$ cat src/rtl/ibex_stim_gen.sv
// ibex_stim_gen -- multi-channel pseudo-random stimulus generator.
//
// A run starts with a start_i pulse in IDLE or DONE. The generator then holds
// the DUT in reset for RST_CYCLES cycles and issues RUN_CYCLES stimulus vectors.
// Each vector is produced by NUM_CH independent 32-bit Galois LFSRs.
//
// Parameters:
//   NUM_CH     number of stimulus channels (1..8)
//   CH_W       channel width in bits (1..32)
//   RST_CYCLES cycles dut_rst_no is held low in RESET (>= 1)
//   RUN_CYCLES vectors issued per run (>= 1)
//   SEED       power-up base seed
//
// Ports:
//   clk_i, rst_ni      clock, asynchronous active-low reset
//   start_i            begin a run (IDLE/DONE only)
//   hold_i             pause stimulus advance while in RUN
//   seed_load_i/seed_i load a new base seed (IDLE/DONE only)
//   dut_rst_no         active-low reset for the DUT
//   stim_o             channel k at bits [k*CH_W +: CH_W]
//   stim_valid_o       stim_o carries a new vector this cycle
//   done_o             run complete
//   state_o            IDLE=0, RESET=1, RUN=2, DONE=3
//   vec_cnt_o          vectors issued in the current run
//   cksum_o            rolling checksum of the issued vectors
//
// Configuration macro: IBEX_STIM_GEN_CKSUM_EN enables the checksum register;
// without it cksum_o is tied to zero.
//
// Stimulus handshake: stim_valid_o is a pure valid strobe with no ready.
// A vector is consumed on every cycle where stim_valid_o=1. The consumer cannot
// apply back-pressure except through hold_i, which drops stim_valid_o and
// freezes stim_o in the same cycle.
module ibex_stim_gen #(
    parameter int unsigned NUM_CH     = 4,
    parameter int unsigned CH_W       = 32,
    parameter int unsigned RST_CYCLES = 2,
    parameter int unsigned RUN_CYCLES = 1000,
    parameter logic [31:0] SEED       = 32'h1
) (
    input  logic                     clk_i,
    input  logic                     rst_ni,
    input  logic                     start_i,
    input  logic                     hold_i,
    input  logic                     seed_load_i,
    input  logic [31:0]              seed_i,
    output logic                     dut_rst_no,
    output logic [NUM_CH*CH_W-1:0]   stim_o,
    output logic                     stim_valid_o,
    output logic                     done_o,
    output logic [1:0]               state_o,
    output logic [31:0]              vec_cnt_o,
    output logic [31:0]              cksum_o
);

    typedef enum logic [1:0] {
        ST_IDLE  = 2'd0,
        ST_RESET = 2'd1,
        ST_RUN   = 2'd2,
        ST_DONE  = 2'd3
    } state_e;

    state_e      state_q, state_d;
    logic [31:0] base_seed_q;
    logic [31:0] seed_eff;
    logic [31:0] rst_cnt_q;
    logic [31:0] vec_cnt_q;
    logic        idle_or_done;
    logic        launch;
    logic        advance;
    logic        last_vec;
    logic        rst_last;

    function automatic logic [31:0] lfsr_step(input logic [31:0] x);
        return x[0] ? ((x >> 1) ^ 32'h8020_0003) : (x >> 1);
    endfunction

    assign idle_or_done = (state_q == ST_IDLE) || (state_q == ST_DONE);
    assign launch       = idle_or_done && start_i;
    // A seed loaded together with start_i must seed that same run.
    assign seed_eff     = (idle_or_done && seed_load_i) ? seed_i : base_seed_q;
    assign advance      = (state_q == ST_RUN) && !hold_i;
    assign last_vec     = (vec_cnt_q == 32'(RUN_CYCLES - 1));
    assign rst_last     = (rst_cnt_q == 32'(RST_CYCLES - 1));

    // State register
    always_ff @(posedge clk_i or negedge rst_ni) begin
        if (!rst_ni) begin
            state_q <= ST_IDLE;
        end else begin
            state_q <= state_d;
        end
    end

    // Next state and state-decoded outputs
    always_comb begin
        state_d      = state_q;
        dut_rst_no   = 1'b0;
        done_o       = 1'b0;
        stim_valid_o = 1'b0;
        case (state_q)
            ST_IDLE: begin
                if (start_i) state_d = ST_RESET;
            end
            ST_RESET: begin
                if (rst_last) state_d = ST_RUN;
            end
            ST_RUN: begin
                dut_rst_no   = 1'b1;
                stim_valid_o = !hold_i;
                if (advance && last_vec) state_d = ST_DONE;
            end
            ST_DONE: begin
                dut_rst_no = 1'b1;
                done_o     = 1'b1;
                if (start_i) state_d = ST_RESET;
            end
            default: state_d = ST_IDLE;
        endcase
    end

    assign state_o   = state_q;
    assign vec_cnt_o = vec_cnt_q;

    always_ff @(posedge clk_i or negedge rst_ni) begin
        if (!rst_ni) begin
            base_seed_q <= SEED;
        end else if (idle_or_done && seed_load_i) begin
            base_seed_q <= seed_i;
        end
    end

    // Counts the cycles spent in RESET; cleared whenever a run is launched.
    always_ff @(posedge clk_i or negedge rst_ni) begin
        if (!rst_ni) begin
            rst_cnt_q <= 32'h0;
        end else if (launch) begin
            rst_cnt_q <= 32'h0;
        end else if (state_q == ST_RESET) begin
            rst_cnt_q <= rst_cnt_q + 32'h1;
        end
    end

    always_ff @(posedge clk_i or negedge rst_ni) begin
        if (!rst_ni) begin
            vec_cnt_q <= 32'h0;
        end else if (launch) begin
            vec_cnt_q <= 32'h0;
        end else if (advance) begin
            vec_cnt_q <= vec_cnt_q + 32'h1;
        end
    end

    for (genvar k = 0; k < NUM_CH; k++) begin : g_ch
        // Golden-ratio spread so that channels sharing one base seed diverge.
        localparam logic [31:0] MIX = 32'(k) * 32'h9E37_79B9;
        logic [31:0] seed_mix;
        logic [31:0] seed_k;
        logic [31:0] lfsr_q;

        assign seed_mix = seed_eff ^ MIX;
        // An all-zero LFSR would lock up, so zero seeds become 1.
        assign seed_k   = (seed_mix == 32'h0) ? 32'h1 : seed_mix;

        always_ff @(posedge clk_i or negedge rst_ni) begin
            if (!rst_ni) begin
                lfsr_q <= 32'h0;
            end else if (launch) begin
                lfsr_q <= seed_k;
            end else if (advance) begin
                lfsr_q <= lfsr_step(lfsr_q);
            end
        end

        assign stim_o[k*CH_W +: CH_W] = lfsr_q[CH_W-1:0];
    end

`ifdef IBEX_STIM_GEN_CKSUM_EN
    logic [31:0] cksum_q;
    logic [31:0] ch_xor;

    always_comb begin
        ch_xor = 32'h0;
        for (int k = 0; k < int'(NUM_CH); k++) begin
            ch_xor = ch_xor ^ 32'(stim_o[k*CH_W +: CH_W]);
        end
    end

    // Rotate-left then fold in the vector being presented on this advance.
    always_ff @(posedge clk_i or negedge rst_ni) begin
        if (!rst_ni) begin
            cksum_q <= 32'h0;
        end else if (launch) begin
            cksum_q <= 32'h0;
        end else if (advance) begin
            cksum_q <= {cksum_q[30:0], cksum_q[31]} ^ ch_xor;
        end
    end

    assign cksum_o = cksum_q;
`else
    assign cksum_o = 32'h0;
`endif

endmodule

$ cat config.mk
export PLATFORM = sky130hd
export DESIGN_NAME = ibex_stim_gen
export DESIGN_NICKNAME = d
export VERILOG_FILES = /design/src/rtl/ibex_stim_gen.sv
export SDC_FILE = /design/constraint.sdc
export NUM_CORES = 1
export LEC_CHECK = 0
export CAP_MARGIN = 5
export CELL_PAD_IN_SITES_DETAIL_PLACEMENT = 2
export CELL_PAD_IN_SITES_GLOBAL_PLACEMENT = 2
export CORE_MARGIN = 5
export CORE_UTILIZATION = 33
export DETAILED_ROUTE_END_ITERATION = 7
export PLACE_DENSITY = 0.86
export SLEW_MARGIN = 25
export SYNTH_ARGS = -nofsm -noshare
export SYNTH_HDL_FRONTEND = slang
export SYNTH_SLANG_ARGS = --single-unit
$ cat constraint.sdc
create_clock -name clk_i -period 5.55 [get_ports clk_i]
set_clock_uncertainty 0.1 [all_clocks]
set_input_delay 1.11 -clock clk_i [delete_from_list [all_inputs] [get_ports clk_i]]
set_output_delay 1.11 -clock clk_i [all_outputs]
set_load 0.05 [all_outputs]
==> results of run 1 <==
metrics by stage:
step                util, %  setup slack (ps)  instance area, µm²  hold WS, ps
floorplan                 -              1980               10900          381
global placement       40.4              1530               13100          413
detailed placement     40.4              1370               13100          422
CTS                    43.3              1690               14000          455
global route           43.3              1650               14000          465
finish                 43.3              1690               14000          450
flip-flops by register name, indices dropped and copies added (netlist names):
register and count:
state_o 2, base_seed_q 32, rst_cnt_q 32, vec_cnt_o 32, g_ch.lfsr_q 128
worst reg2reg max path: cells and delay by family, from the launching register on:
kind / cells / cell delay [ps]
flops: 1 / 440
compound gates: 2 / 460
simple gates: 2 / 1070
fa+ha+maj: 1 / 510
buf+inv: 2 / 450
mux: 1 / 570
power breakdown:
part	internal (W)	leakage [nW]	total (W)	switching, W
sequential	0.00230	2.76	0.00298	0.000683
combinational	0.00160	2.91	0.00540	0.00380
clock	0.00115	0.454	0.00189	0.000740
worst max path at each step:
stage	slack [ps]	to	cells past startpoint
after global routing	1650	stim_valid_o	4
after global placement	1530	g_ch[2].lfsr_q[0]$_DFFE_PN0P_	6
after floorplan	1980	stim_valid_o	5
after detailed placement	1370	g_ch[2].lfsr_q[0]$_DFFE_PN0P_	7
after CTS	1690	stim_valid_o	4
final	1690	stim_valid_o	4
cells by family after synthesis:
logic type | after synthesis | share of synthesized area [%]
AND/OR/NAND/NOR | 538 | 22.1
flip-flops | 226 | 52.6
AO/OA/AOI/OAI | 173 | 9.98
buffers and inverters | 114 | 5.16
XOR/XNOR | 70 | 5.70
multiplexers | 37 | 3.66
adder cells (fa/ha/maj) | 7 | 0.814
other | 1 | 0.0348
routing by layer:
layer	part of all wire (%)	GRT usage, %	wire [µm]
met5	0.042	0	19
met4	3.9	8.73	1760
met3	6.6	5.97	2960
met2	50	42.1	22400
met1	39	28.8	17700
cell type report:
cell class | instances | area (µm²) | area share [%]
Multi-Input combinational cell | 857 | 4700 | 33.5
Clock inverter | 9 | 148 | 1.05
Tap cell | 442 | 553 | 3.95
Clock buffer | 38 | 777 | 5.54
Timing Repair Buffer | 214 | 2130 | 15.2
Sequential cell | 226 | 5660 | 40.4
Inverter | 14 | 53.8 | 0.384
cells in the final DEF, fill, tap and decap left out, types with 27 or more instances in the layout:
cell	n
nand2_1	276
dfrtp_1	225
clkdlybuf4s50_1	200
nor2_1	112
a31oi_1	102
xor2_1	46
nand3_1	40
conb_1	32
nand4_1	31
clkbuf_16	27
==> impl_metrics.toml, run 1 <==
[logic_synthesis]
netlist_top_cells_area = "dfrtp_1, nand2_1, a31oi_1"
synth_top_area_share_pct = 52.3
yosysMostFrequentCell = "nand2_1"
yosys_warnings = 0
synth.distinct_cells = 49
synth_common_cells = "nand2_1, dfrtp_1, nor2_1"
syn-cell-area_mm2 = 0.0108
syn_area_per_cell_um2 = 9.23
ys_seq_elements = 226
synthFlopType = "dfrtp_1"
yosysSeqAreaShare_pct = 52.6
synth_top_cell_by_area = "dfrtp_1"
syn-instance-count = 1166
synth_edf_count = 0
ys_async_sr_fraction_pct = 100

[pwr]
ir_worst_vdd_mv = 0.381
p_leak_nw = 6.12
powerDensity_mw_per_mm2 = 732
finalPower_w = 0.0103

[setup_path]
slowest_stage = "clkdlybuf4s50_1"
cp-end-kind = "output pin"
cp_num_buf_inv = 3
worstPathCellList = "clkdlybuf4s50_1 -> nand2b_4 -> clkinv_2 -> clkdlybuf4s50_1"
crit_type = "primary input to output pin"
reg2reg_slack_ps = 1870
startpoint_type = "primary input"
r2r-end = "g_ch[2].lfsr_q[0]$_DFFE_PN0P_"
cp_top_family = "buffers and inverters"
critPathRequiredTime_ps = 4340
rr_worst_depth = 8
r2r_start = "state_o[0]$_DFFE_PN0P_"
crit_arrival_ps = 2650
startpoint = "hold_i"
cp_common_cell = "clkdlybuf4s50_1"
slowest_delay_ps = 800
crit_path_max_fanout = 2

[placement]
place_hpwl_mm = 29.9
portBuffers = 201
place_inst = 1753
place_congestion = 0.839

[sta]
maxSlewHeadroom_pct = 40.8
rsz0062_at_grt = "false"
setup_viol = 0
drv_slew = 0
fmax_mhz = 259
finalCritPeriodShare_pct = 69.6
final-hold-violation-count = 0
finalSetupTns_ps = 0
min_period_ps = 3860
tightest_slew_ps = 887

[worst_hold_path]
hold_depth = 2
hp-start = "rst_cnt_q[31]$_DFFE_PN0P_"
hold_path_class = "flip-flop to flip-flop"
min_to = "rst_cnt_q[31]$_DFFE_PN0P_"

[drt]
first_pass_iters = 4
drtIter0Drc = 529
antenna_left = 0
viasPerCell = 5.46
avgRoutedWirePerCell_um = 24.9
wirelength_mm = 44.8
drc = 0
vias = 9825

[clocking]
htreeDepth = 1
clkSinkCount = 226
clock_latency_ps = 540
cts_hold_buf = 0
cts.clk_slew.worst_paths_ps = 60
clk_path_buf_depth = 3
cts_buffers = 26
cts_tree = "built"
cts_setup_buffers = 0
cts_root_buf = "clkbuf_16"
cts_resized = 0

[grt]
grt_overflow = 0
antenna_found_initial = 1
grt_pass1_vias = 11300
grt_use_total_pct = 24.1
grt_pass1_wl_mm = 68.7
grt_max_degree = 107

[layout]
synthToLayoutAreaGrowth_pct = 30.2
antennaDiodeCount = 0
nets = 1383
final_cells = 1800
drive_gt1_share_pct = 6.04
fill_cells = 3461

[floorplan]
start_util_pct = 33.3
boundaryPins = 234
coreArea_mm2 = 0.0324
die_h_um = 191
rows = 66
dieArea_mm2 = 0.0363
die_w_um = 191

[run]
cap_violations = 0

[run_status]
status = "complete, no violations"
Power figures use the tool's default switching activity.
==> inputs of run 2 (changes only) <==
--- a/config.mk
+++ b/config.mk
@@ -9,9 +9,9 @@
 export CELL_PAD_IN_SITES_DETAIL_PLACEMENT = 2
 export CELL_PAD_IN_SITES_GLOBAL_PLACEMENT = 2
 export CORE_MARGIN = 5
-export CORE_UTILIZATION = 33
+export CORE_UTILIZATION = 28
 export DETAILED_ROUTE_END_ITERATION = 7
-export PLACE_DENSITY = 0.86
+export PLACE_DENSITY = 0.78
 export SLEW_MARGIN = 25
 export SYNTH_ARGS = -nofsm -noshare
 export SYNTH_HDL_FRONTEND = slang
==> constraint.sdc (replaced) <==
create_clock -name clk_i -period 3.4 [get_ports clk_i]
set_clock_uncertainty 0.1 [all_clocks]
set_input_delay 0.68 -clock clk_i [delete_from_list [all_inputs] [get_ports clk_i]]
set_output_delay 0.68 -clock clk_i [all_outputs]
set_load 0.05 [all_outputs]
==> impl_metrics.toml, run 2 (synthesis results as in run 1) <==
[grt]
antenna_found_initial = 4
grt_max_degree = 132
grt_overflow = 0
grt_pass1_wl_mm = 65.4
grt_use_total_pct = 19.6
grt_pass1_vias = 10700

[sta]
finalCritPeriodShare_pct = 94.1
fmax_mhz = 312
final-hold-violation-count = 0
worst_slack_ps = 200
finalSetupTns_ps = 0
rsz0062_at_grt = "false"
timing.hold.ws_ps = 19.2
setup_viol = 0
tightest_slew_ps = 794
maxSlewHeadroom_pct = 47.1
min_period_ps = 3200
drv_slew = 0

[clocking]
cts_hold_buf = 0
cts_buffers = 27
cts_setup_buffers = 0
clk_path_buf_depth = 3
clock_latency_ps = 570
clkSinkCount = 226
cts_resized = 0
cts_tree = "built"
cts.clk_slew.worst_paths_ps = 50
htreeDepth = 1
cts_root_buf = "clkbuf_16"

[drt]
wirelength_mm = 42.7
vias = 9637
antenna_left = 0
avgRoutedWirePerCell_um = 22.6
drc = 0
viasPerCell = 5.09
first_pass_iters = 4
drtIter0Drc = 461

[worst_hold_path]
hold_path_class = "primary input to asynchronous set/reset pin"

[pwr]
ir_worst_vdd_mv = 0.613
finalPower_w = 0.0166
powerDensity_mw_per_mm2 = 1160
p_leak_nw = 6.25

[setup_path]
worstPathCellList = "inv_1 -> ha_1 -> or2_2 -> clkdlybuf4s50_1"
cp-end-kind = "output pin"
startpoint = "state_o[0]$_DFFE_PN0P_"
cp_top_family = "buffers and inverters"
r2r_start = "state_o[0]$_DFFE_PN0P_"
crit_path_max_fanout = 5
cp_num_buf_inv = 2
slowest_delay_ps = 700
crit_arrival_ps = 2420
slowest_stage = "clkdlybuf4s50_1"
crit_type = "flip-flop to output pin"
critPathRequiredTime_ps = 2620
startpoint_type = "flip-flop"

[placement]
portBuffers = 201
dpl_worst_slack_ps = 86.9
place_inst = 1842
place_congestion = 0.943
place_hpwl_mm = 30.5

[layout]
final_cell_mix = "nand2_1, dfrtp_1, clkdlybuf4s50_1"
seq_area_mm2 = 0.00566
fill_cells = 4182
final_cells = 1892
nets = 1404
multi_input_area_mm2 = 0.00469
drive_gt1_share_pct = 7.75
largest_reg_flops = 128
final_common_cell = "nand2_1"
synthToLayoutAreaGrowth_pct = 32.9
regMostFlops = "g_ch.lfsr_q"
antennaDiodeCount = 0

[run]
cap_violations = 0

[floorplan]
rows = 71
die_h_um = 206
start_util_pct = 28.4
boundaryPins = 234
die_w_um = 206
coreArea_mm2 = 0.0378
dieArea_mm2 = 0.0425

[run_status]
status = "complete, no violations"
## run 2: changes by cell type in the layout (fill, tap and decap cells not counted)
cell | before | now
clkinvlp_4 | 1 | 0
inv_16 | 0 | 1
bufinv_16 | 4 | 1
clkdlybuf4s50_1 | 200 | 199
buf_4 | 12 | 27
and2_1 | 9 | 10
nor4_1 | 17 | 18
clkinv_2 | 5 | 9
buf_12 | 1 | 7
and2_2 | 1 | 0
clkbuf_8 | 6 | 11
nor4_4 | 1 | 0
clkbuf_1 | 5 | 2
## run 2: final timing paths
kind / end / slack (ps) / cells after the start
max: dut_rst_no / 200 / 4
min: vec_cnt_o[27]$_DFFE_PN0P_ / 20 / 1
max reg2reg: g_ch[2].lfsr_q[0]$_DFFE_PN0P_ / 370 / 7
min reg2reg: base_seed_q[10]$_DFF_PN0_ / 450 / 1
max in group asynchronous: base_seed_q[0]$_DFF_PN1_ / 2370 / 2
min in group clk_i: base_seed_q[10]$_DFF_PN0_ / 450 / 1
## run 2: area by class of cell
cell class | instances | area share [%]
timing repair buffer | 234 | 16.4
clock buffer | 40 | 5.83
sequential | 226 | 39.5
inverter | 14 | 0.376
multi-input combinational | 857 | 32.7
tap | 511 | 4.47
clock inverter | 10 | 0.630
## run 2: metrics by stage
stage | area (µm²) | util (%)
3_5_place_dp | 13400 | 35.4
4_1_cts | 14300 | 37.8
5_1_grt | 14300 | 37.8
6_report | 14300 | 37.8
2_1_floorplan | 10900 | -
3_3_place_gp | 13400 | 35.4
## run 2: per-layer routing
layer / GRT usage [%] / vias up / part of all wire, %
li1: - / 4323 / -
met1: 23.9 / 4979 / 41
met3: 6.54 / 87 / 7.6
met4: 6.44 / 6 / 3.8
met2: 32.8 / 242 / 47
met5: 0 / - / 0.080
## run 2: where the power goes
group	internal (W)	switching, W
Sequential	0.00375	0.00102
Clock	0.00177	0.00123
Combinational	0.00278	0.00607
==> inputs of run 3 (changes only) <==
--- a/config.mk
+++ b/config.mk
@@ -12,6 +12,7 @@
 export CORE_UTILIZATION = 28
 export DETAILED_ROUTE_END_ITERATION = 7
 export PLACE_DENSITY = 0.78
+export SKIP_LAST_GASP = 1
 export SLEW_MARGIN = 25
 export SYNTH_ARGS = -nofsm -noshare
 export SYNTH_HDL_FRONTEND = slang
==> results of run 3 <==
Final layout, timing and power as in run 2 (identical DEF).
